[config.mk]
export PLATFORM = sky130hd
export DESIGN_NAME = irq_sched
export DESIGN_NICKNAME = d
export VERILOG_FILES = /design/src/rtl/irq_sched_pkg.sv /design/src/rtl/irq_sync.sv /design/src/rtl/irq_sched.sv
export SDC_FILE = /design/constraint.sdc
export NUM_CORES = 1
export LEC_CHECK = 0
export ABC_CLOCK_PERIOD_IN_PS = 2600
export CORE_MARGIN = 2
export CORE_UTILIZATION = 44
export DETAILED_ROUTE_END_ITERATION = 16
export HOLD_SLACK_MARGIN = 0.08
export PLACE_DENSITY = 0.85
export SLEW_MARGIN = 20
export SYNTH_ARGS = -nofsm -noshare
export SYNTH_HDL_FRONTEND = slang
export SYNTH_SLANG_ARGS = --single-unit
[constraint.sdc]
create_clock -name clk -period 2.6 [get_ports clk]
set_input_delay 0.52 -clock clk [delete_from_list [all_inputs] [get_ports clk]]
set_output_delay 0.52 -clock clk [all_outputs]
set_load 0.02 [all_outputs]
[src/rtl/irq_sched_pkg.sv]
// Shared types and constants for the interrupt scheduler.
// Holds FSM state codes, mcause layout and the priority encoder.
package irq_sched_pkg;

    localparam int IRQS_STATE_BUS = 2;
    localparam int MCAUSE_INT_BIT = 31;
    localparam int CLOCK_IRQ_PIN  = 0;

    typedef enum logic [IRQS_STATE_BUS-1:0] {
        IRQS_IDLE    = 2'd0,
        IRQS_REQ     = 2'd1,
        IRQS_SERVICE = 2'd2
    } irqs_state_e;

    // Lowest set index wins; MSB of result flags "any set".
    function automatic logic [4:0] prio_enc(input logic [15:0] v);
        logic [4:0] res;
        res = 5'd0;
        for (int i = 15; i >= 0; i--) begin
            if (v[i]) res = {1'b1, 4'(i)};
        end
        return res;
    endfunction

endpackage

[src/rtl/irq_sync.sv]
// Per-source synchroniser chain with rising-edge detect.
// Outputs the synchronised level and a one-cycle rise flag.
module irq_sync
    import irq_sched_pkg::*;
#(
    parameter int N      = 8,
    parameter int STAGES = 2
) (
    input  logic         clk,
    input  logic         clr,
    input  logic [N-1:0] irq_src,
    output logic [N-1:0] sync_lvl,
    output logic [N-1:0] rise
);

    logic [STAGES-1:0] sh_q [N];
    logic [N-1:0]      prev_q;

    for (genvar g = 0; g < N; g++) begin : g_src
        // Shift the raw line through the synchroniser flops.
        always_ff @(posedge clk or negedge clr) begin
            if (!clr) sh_q[g] <= '0;
            else      sh_q[g] <= {sh_q[g][STAGES-2:0], irq_src[g]};
        end
        assign sync_lvl[g] = sh_q[g][STAGES-1];
    end

    // Remember last synchronised level for edge detection.
    always_ff @(posedge clk or negedge clr) begin
        if (!clr) prev_q <= '0;
        else      prev_q <= sync_lvl;
    end

    assign rise = sync_lvl & ~prev_q;

endmodule

[src/rtl/irq_sched.sv]
// Interrupt scheduler: pending latch, fixed priority pick and
// req/ack/done handshake to the trap client (no nesting).
module irq_sched
    import irq_sched_pkg::*;
#(
    parameter int               N_IRQ       = 8,
    parameter int               SYNC_STAGES = 2,
    parameter logic [N_IRQ-1:0] EDGE_MASK   = N_IRQ'(1 << CLOCK_IRQ_PIN),
    parameter int               CAUSE_BASE  = 7
) (
    input  logic             clk,
    input  logic             clr,
    input  logic [N_IRQ-1:0] irq_src,
    input  logic [N_IRQ-1:0] mie,
    input  logic             global_int_en,
    input  logic             int_ack,
    input  logic             int_done,
    output logic             int_req,
    output logic [3:0]       int_id,
    output logic [31:0]      int_cause,
    output logic [N_IRQ-1:0] irq_pending
);

    irqs_state_e      state_q, state_d;
    logic             req_q, req_d;
    logic [3:0]       id_q, id_d;
    logic [31:0]      cause_q, cause_d;
    logic [N_IRQ-1:0] sync_lvl, rise;
    logic [N_IRQ-1:0] pend_edge_q, ack_clr;
    logic [N_IRQ-1:0] pending, eligible;
    logic [15:0]      elig16;
    logic [4:0]       pick;
    logic [31:0]      win_cause;

    irq_sync #(
        .N      (N_IRQ),
        .STAGES (SYNC_STAGES)
    ) u_sync (
        .clk      (clk),
        .clr      (clr),
        .irq_src  (irq_src),
        .sync_lvl (sync_lvl),
        .rise     (rise)
    );

    // Clear mask for the acknowledged edge source.
    always_comb begin
        ack_clr = '0;
        if (state_q == IRQS_REQ && int_ack)
            ack_clr = N_IRQ'(1) << id_q;
    end

    // Edge pendings: a fresh rise beats a same-cycle ack clear.
    always_ff @(posedge clk or negedge clr) begin
        if (!clr) pend_edge_q <= '0;
        else      pend_edge_q <= ((pend_edge_q & ~ack_clr) | rise) & EDGE_MASK;
    end

    assign pending  = (pend_edge_q & EDGE_MASK) | (sync_lvl & ~EDGE_MASK);
    assign eligible = pending & mie & {N_IRQ{global_int_en}};
    assign elig16   = 16'(eligible);
    assign pick     = prio_enc(elig16);

    // mcause for the current winner, interrupt bit set.
    always_comb begin
        win_cause = '0;
        win_cause[30:0] = 31'(CAUSE_BASE) + 31'(pick[3:0]);
        win_cause[MCAUSE_INT_BIT] = 1'b1;
    end

    // Next state and registered handshake outputs.
    always_comb begin
        state_d = state_q;
        req_d   = req_q;
        id_d    = id_q;
        cause_d = cause_q;
        unique case (state_q)
            IRQS_IDLE: begin
                if (pick[4]) begin
                    state_d = IRQS_REQ;
                    req_d   = 1'b1;
                    id_d    = pick[3:0];
                    cause_d = win_cause;
                end
            end
            IRQS_REQ: begin
                if (int_ack) begin
                    state_d = IRQS_SERVICE;
                    req_d   = 1'b0;
                end else if (!elig16[id_q]) begin
                    state_d = IRQS_IDLE;
                    req_d   = 1'b0;
                end
            end
            IRQS_SERVICE: begin
                req_d = 1'b0;
                if (int_done) state_d = IRQS_IDLE;
            end
            default: begin
                state_d = IRQS_IDLE;
                req_d   = 1'b0;
            end
        endcase
    end

    // FSM state and output registers.
    always_ff @(posedge clk or negedge clr) begin
        if (!clr) begin
            state_q <= IRQS_IDLE;
            req_q   <= 1'b0;
            id_q    <= '0;
            cause_q <= '0;
        end else begin
            state_q <= state_d;
            req_q   <= req_d;
            id_q    <= id_d;
            cause_q <= cause_d;
        end
    end

    assign int_req     = req_q;
    assign int_id      = id_q;
    assign int_cause   = cause_q;
    assign irq_pending = pending;

endmodule

Word level (Yosys, flattened, before mapping):

Cells that the tools add are included.

* flip-flop bits (word level): 57
* output and inout bits: 45

* add/sub/neg operators: 1
* magnitude comparators: 1
* equality and inequality tests: 5
* shift operators: 1
* mux-type cells: 20
* bitwise logic cells: 8
* reduce and logical (&&, ||, !) cells: 5

Operator list (count)
* 5-bit 2-to-1 mux: 8
* 8-bit AND: 2
* 2-bit 2-to-1 mux: 4
* 1-bit by 8-bit OR with 8-bit output: 1
* 2-bit one-hot mux with 3 select lines: 1
* 3-bit by 4-bit adder with 5-bit output, first input constant: 1
* 4-bit by 5-bit less-than comparator with 1-bit output, second input constant: 1
* 1-bit 2-to-1 mux: 5
* 1-bit binary-select mux with 4-bit select: 1
* 2-bit inequality test, second input constant: 2
* 2-bit AND reduction: 2
* 1-bit by 4-bit left shift with 1-bit output, first input constant: 1
* 3-bit inequality test, second input constant: 1
* 3-bit AND reduction: 1
* 1-bit AND: 2
* 2-bit by 1-bit == test with 1-bit output, second input constant: 1
* 2-bit == test, second input constant: 1
* 2-bit zero test: 1
* 1-bit NOT: 2
* 1-bit one-hot mux with 2 select lines: 1
* 1-bit logical AND: 1
* 1-bit OR: 1

Logic depth before layout (Yosys ltp):

* depth in word-level cells: 13
* depth in mapped cells: 7
* depth with buffers taken out: 7

Hierarchy:

Synthesis repeated with hierarchy kept, for this count alone.

* cells, all modules: 149
* area, all modules: 1700.4 um2

Modules (own cells, without submodules)
* irq_sched: times used 1, cells an instance 109, area an instance 929.6 um2, seq. area each 300.3 um2
* irq_sync: times used 1, cells an instance 40, area an instance 770.7 um2, seq. area each 600.6 um2

Worst setup path before layout:

Ideal clock, no wire load.

* path type: input-to-reg
* start point: in mie[6]
* end point: reg cause_q[2], in the netlist int_cause[2]
* arrival time: 1.615 ns
* path slack: 0.860 ns
* stages on the path: 7
* path through: nand2_2 > a32o_1 > a221o_1 > o2111ai_2 > ha_1 > o21a_1 > o21ai_0

* longest elaborated chain between the ends: 10

RTL lines
* from (decl): RTL line irq_sched.sv:14 `input logic [N_IRQ-1:0] mie,`
* 8-bit AND * (2 in series): RTL line irq_sched.sv:60 `assign eligible = pending & mie & {N_IRQ{global_int_en}};`
* 5-bit 2-to-1 mux * (7 in series): RTL line irq_sched_pkg.sv:20 `if (v[i]) res = {1'b1, 4'(i)};`
* 3-bit by 4-bit adder with 5-bit output / 2-bit AND reduction (equally long branches)
* to (signal assigned): RTL line irq_sched.sv:117 `cause_q <= cause_d;`
* to (decl): RTL line irq_sched.sv:27 `logic [31:0] cause_q, cause_d;`

Every way passes the cells marked *; elsewhere a longest branch is shown, timed or not.
A chain may end at the register's enable or synchronous reset.

Worst setup path in the final report:

Ends and elaborated chain as after synthesis.

==> insert_results.sql <==
INSERT INTO impl_metrics (metric_group, metric, value, unit) VALUES
('critical_path', 'critical_path.startpoint_type', 'input pin', ''),
('logic_synthesis', 'synth.lib_cells_used.distinct', '37', ''),
('timing', 'maxSlewViolCount', '0', ''),
('critical_path', 'crit_arrival', '2220', 'ps'),
('power_and_ir_drop', 'totalPowerFinal', '0.001620', 'W'),
('critical_path', 'worst_setup_path_startpoint', 'mie[6]', ''),
('clock_tree', 'cts.clk_slew.worst_paths', '90', 'ps'),
('logic_synthesis', 'mapped_cell_area', '0.001436', 'mm²'),
('global_route', 'grt_pass1_wl', '4588', 'µm'),
('global_route', 'grt-ovfl-total', '0', ''),
('global_route', 'grt_start_max_net_pins', '30', ''),
('place', 'post-dp-hpwl', '2089', 'µm'),
('timing', 'min_period_over_period', '0.7739', ''),
('power_and_ir_drop', 'powerDensity', '896.5', 'mW/mm²'),
('floorplan', 'dieWidth', '61.14', 'µm'),
('timing', 'totalNegativeSetupSlack', '0', 'ps'),
('power_and_ir_drop', 'max-vdd-ir-drop', '0.4094', 'mV'),
('critical_path', 'regToRegEndpoint', 'int_cause[2]', ''),
('clock_tree', 'worstSkewPairLatency', '320', 'ps'),
('place', 'numPlacedInstances', '213', ''),
('place', 'numPortBuffers', '37', ''),
('clock_tree', 'h-tree-depth', '2', ''),
('power_and_ir_drop', 'power.leakage', '0.7875', 'nW'),
('critical_path', 'reg2reg_slack', '870', 'ps'),
('critical_path', 'worstReg2RegStart', 'u_sync.sync_lvl[6]', ''),
('timing', 'worst_clock_skew', '4.895', 'ps'),
('floorplan', 'start_util', '0.4667', ''),
('critical_path', 'end_point_of_the_critical_path', 'int_cause[2]', ''),
('detailed_routing', 'wl', '2681', 'µm'),
('critical_path', 'worst_r2r_path_depth', '7', ''),
('global_route', 'first_global_vias', '1032', ''),
('critical_path', 'critPathMaxStageDelay', '470', 'ps'),
('timing', 'max_freq', '497.0', 'MHz'),
('detailed_routing', 'wl_met2', '1325', 'µm'),
('clock_tree', 'clock-sinks', '29', ''),
('cells_and_area', 'mostFrequentLayoutCells', '37 x clkdlybuf4s50_1, 29 x dfrtp_1, 28 x conb_1', ''),
('detailed_routing', 'route.vias.total', '1022', ''),
('logic_synthesis', 'synth_top_flop_cell', 'dfrtp_1', ''),
('logic_synthesis', 'post_synth.cell_area_avg', '10.41', 'µm²'),
('status', 'status', 'complete, no violations', ''),
('critical_path', 'required_worst_endpoint', '2810', 'ps'),
('place', 'finalWeightedCongestion', '0.8959', ''),
('floorplan', 'design.portCount', '66', ''),
('detailed_routing', 'wirelength_met1', '1109', 'µm'),
('detailed_routing', 'dr.max_layer_used', 'met4', ''),
('critical_path', 'crit_fanout', '4', ''),
('global_route', 'grt_antenna_before_repair', '0', ''),
('floorplan', 'die-area', '0.003737', 'mm²'),
('timing', 'finalSetupViolations', '0', ''),
('cells_and_area', 'fin_util', '0.5870', ''),
('detailed_routing', 'drt-wirelength-per-cell', '12.13', 'µm'),
('logic_synthesis', 'synth.yosys.seq_area_share', '0.5052', ''),
('global_route', 'grt.total_usage', '0.1714', ''),
('clock_tree', 'cts_tree', 'built', ''),
('logic_synthesis', 'yosys_reg_bits', '29', ''),
('logic_synthesis', 'yosysWarningCount', '0', ''),
('detailed_routing', 'post_drt_via_cell_ratio', '4.624', ''),
('floorplan', 'y_dimension_of_the_die', '61.14', 'µm'),
('detailed_routing', 'drt_pass1_iterations', '4', ''),
('timing', 'finalHoldViolations', '0', ''),
('critical_path', 'worstSetupPathType', 'in -> reg', ''),
('logic_synthesis', 'synth_edf_count', '0', ''),
('clock_tree', 'post_cts_resize_count', '0', ''),
('clock_tree', 'post-cts-setup-buffer-count', '0', ''),
('critical_path', 'path_cells', 'clkdlybuf4s50_1 -> nand2_2 -> a32o_1 -> a221o_1 -> o2111ai_2 -> ha_1 -> o21a_1 -> o21ai_0', ''),
('cells_and_area', 'final_cell_area', '0.001807', 'mm²'),
('detailed_routing', 'drc', '0', ''),
('cells_and_area', 'finalNetCount', '198', ''),
('floorplan', 'placeableCoreArea', '0.003078', 'mm²'),
('timing', 'rsz0062_at_grt', 'no', ''),
('cells_and_area', 'antennaDiodeCount', '0', '');
where the power goes:
group / switching, W / internal, W / total, W
clock network: 0.000158 / 0.000228 / 0.000386
logic: 0.000330 / 0.000267 / 0.000597
registers: 0.0000922 / 0.000545 / 0.000637
cell usage after synthesis (2+ instances only):
master / n / area [µm²]
buf_4: 35 / 262.8
dfrtp_1: 29 / 725.7
nand2_1: 18 / 67.56
o21ai_0: 7 / 35.03
a21oi_1: 4 / 20.02
nor2_1: 4 / 15.01
inv_1: 3 / 11.26
nand4_1: 3 / 18.77
a41oi_2: 2 / 32.53
nand3_1: 2 / 10.01
nor2b_1: 2 / 12.51
o2111ai_1: 2 / 17.52
o21ai_1: 2 / 10.01
or3_1: 2 / 12.51
per-layer routing:
metal | up-vias | track usage
li1 | 496 | -
met1 | 473 | 0.1992
met2 | 48 | 0.2781
met3 | 5 | 0.07143
met4 | 0 | 0.07453
met5 | - | 0
flip-flops by register name (all words and copies together), names as in the netlist:
register,flops
u_sync.sh_q,8
u_sync.sync_lvl,8
int_cause,5
int_id,3
state_q,2
int_req,1
pend_edge_q,1
u_sync.prev_q,1
cell families (layout without fill, tap and decap cells):
group | Yosys count | in the layout | share of synthesized area
fa+ha+maj | 1 | 1 | 0.008709
simple gates | 36 | 36 | 0.1176
mux | 1 | 1 | 0.007839
buf+inv | 40 | 52 | 0.1969
flops | 29 | 29 | 0.5052
compound gates | 30 | 30 | 0.1612
other cells | 1 | 28 | 0.002611
worst max-delay path: cells and delay by family:
kind                     cells  cell delay [ps]
AO/OA/AOI/OAI                5              920
buffers and inverters        1              470
adder cells (fa/ha/maj)      1              220
AND/OR/NAND/NOR              1               80
worst min path at each step:
stage	start	to	cells past startpoint	slack, ps
6_report	u_sync.sh_q[10]	u_sync.sync_lvl[2]	0	350
2_1_floorplan	clr	int_cause[0]	0	220
3_5_place_dp	u_sync.sh_q[10]	u_sync.sync_lvl[2]	0	330
5_1_grt	u_sync.sh_q[10]	u_sync.sync_lvl[2]	0	360
3_3_place_gp	u_sync.sh_q[4]	u_sync.sync_lvl[5]	0	330
4_1_cts	u_sync.sh_q[10]	u_sync.sync_lvl[2]	0	360
cell type report:
type / count / area, µm²
clock buffer: 6 / 51.30
clock inverter: 2 / 37.54
fill: 279 / 1271
inverter: 4 / 15.01
multi-input combinational: 96 / 529.3
sequential: 29 / 725.7
tap: 44 / 55.05
timing repair buffer: 40 / 392.9
through the flow:
| stage | hold WS, ps | setup slack, ps |
|---|---|---|
| floorplan | 224.4 | 859.5 |
| CTS | 356.6 | 580.7 |
| global route | 364.1 | 524.6 |
| global placement | 332.2 | 302.6 |
| finish | 354.4 | 587.9 |
| detailed placement | 334.7 | 247.1 |
(Power assumes the default switching activity.)
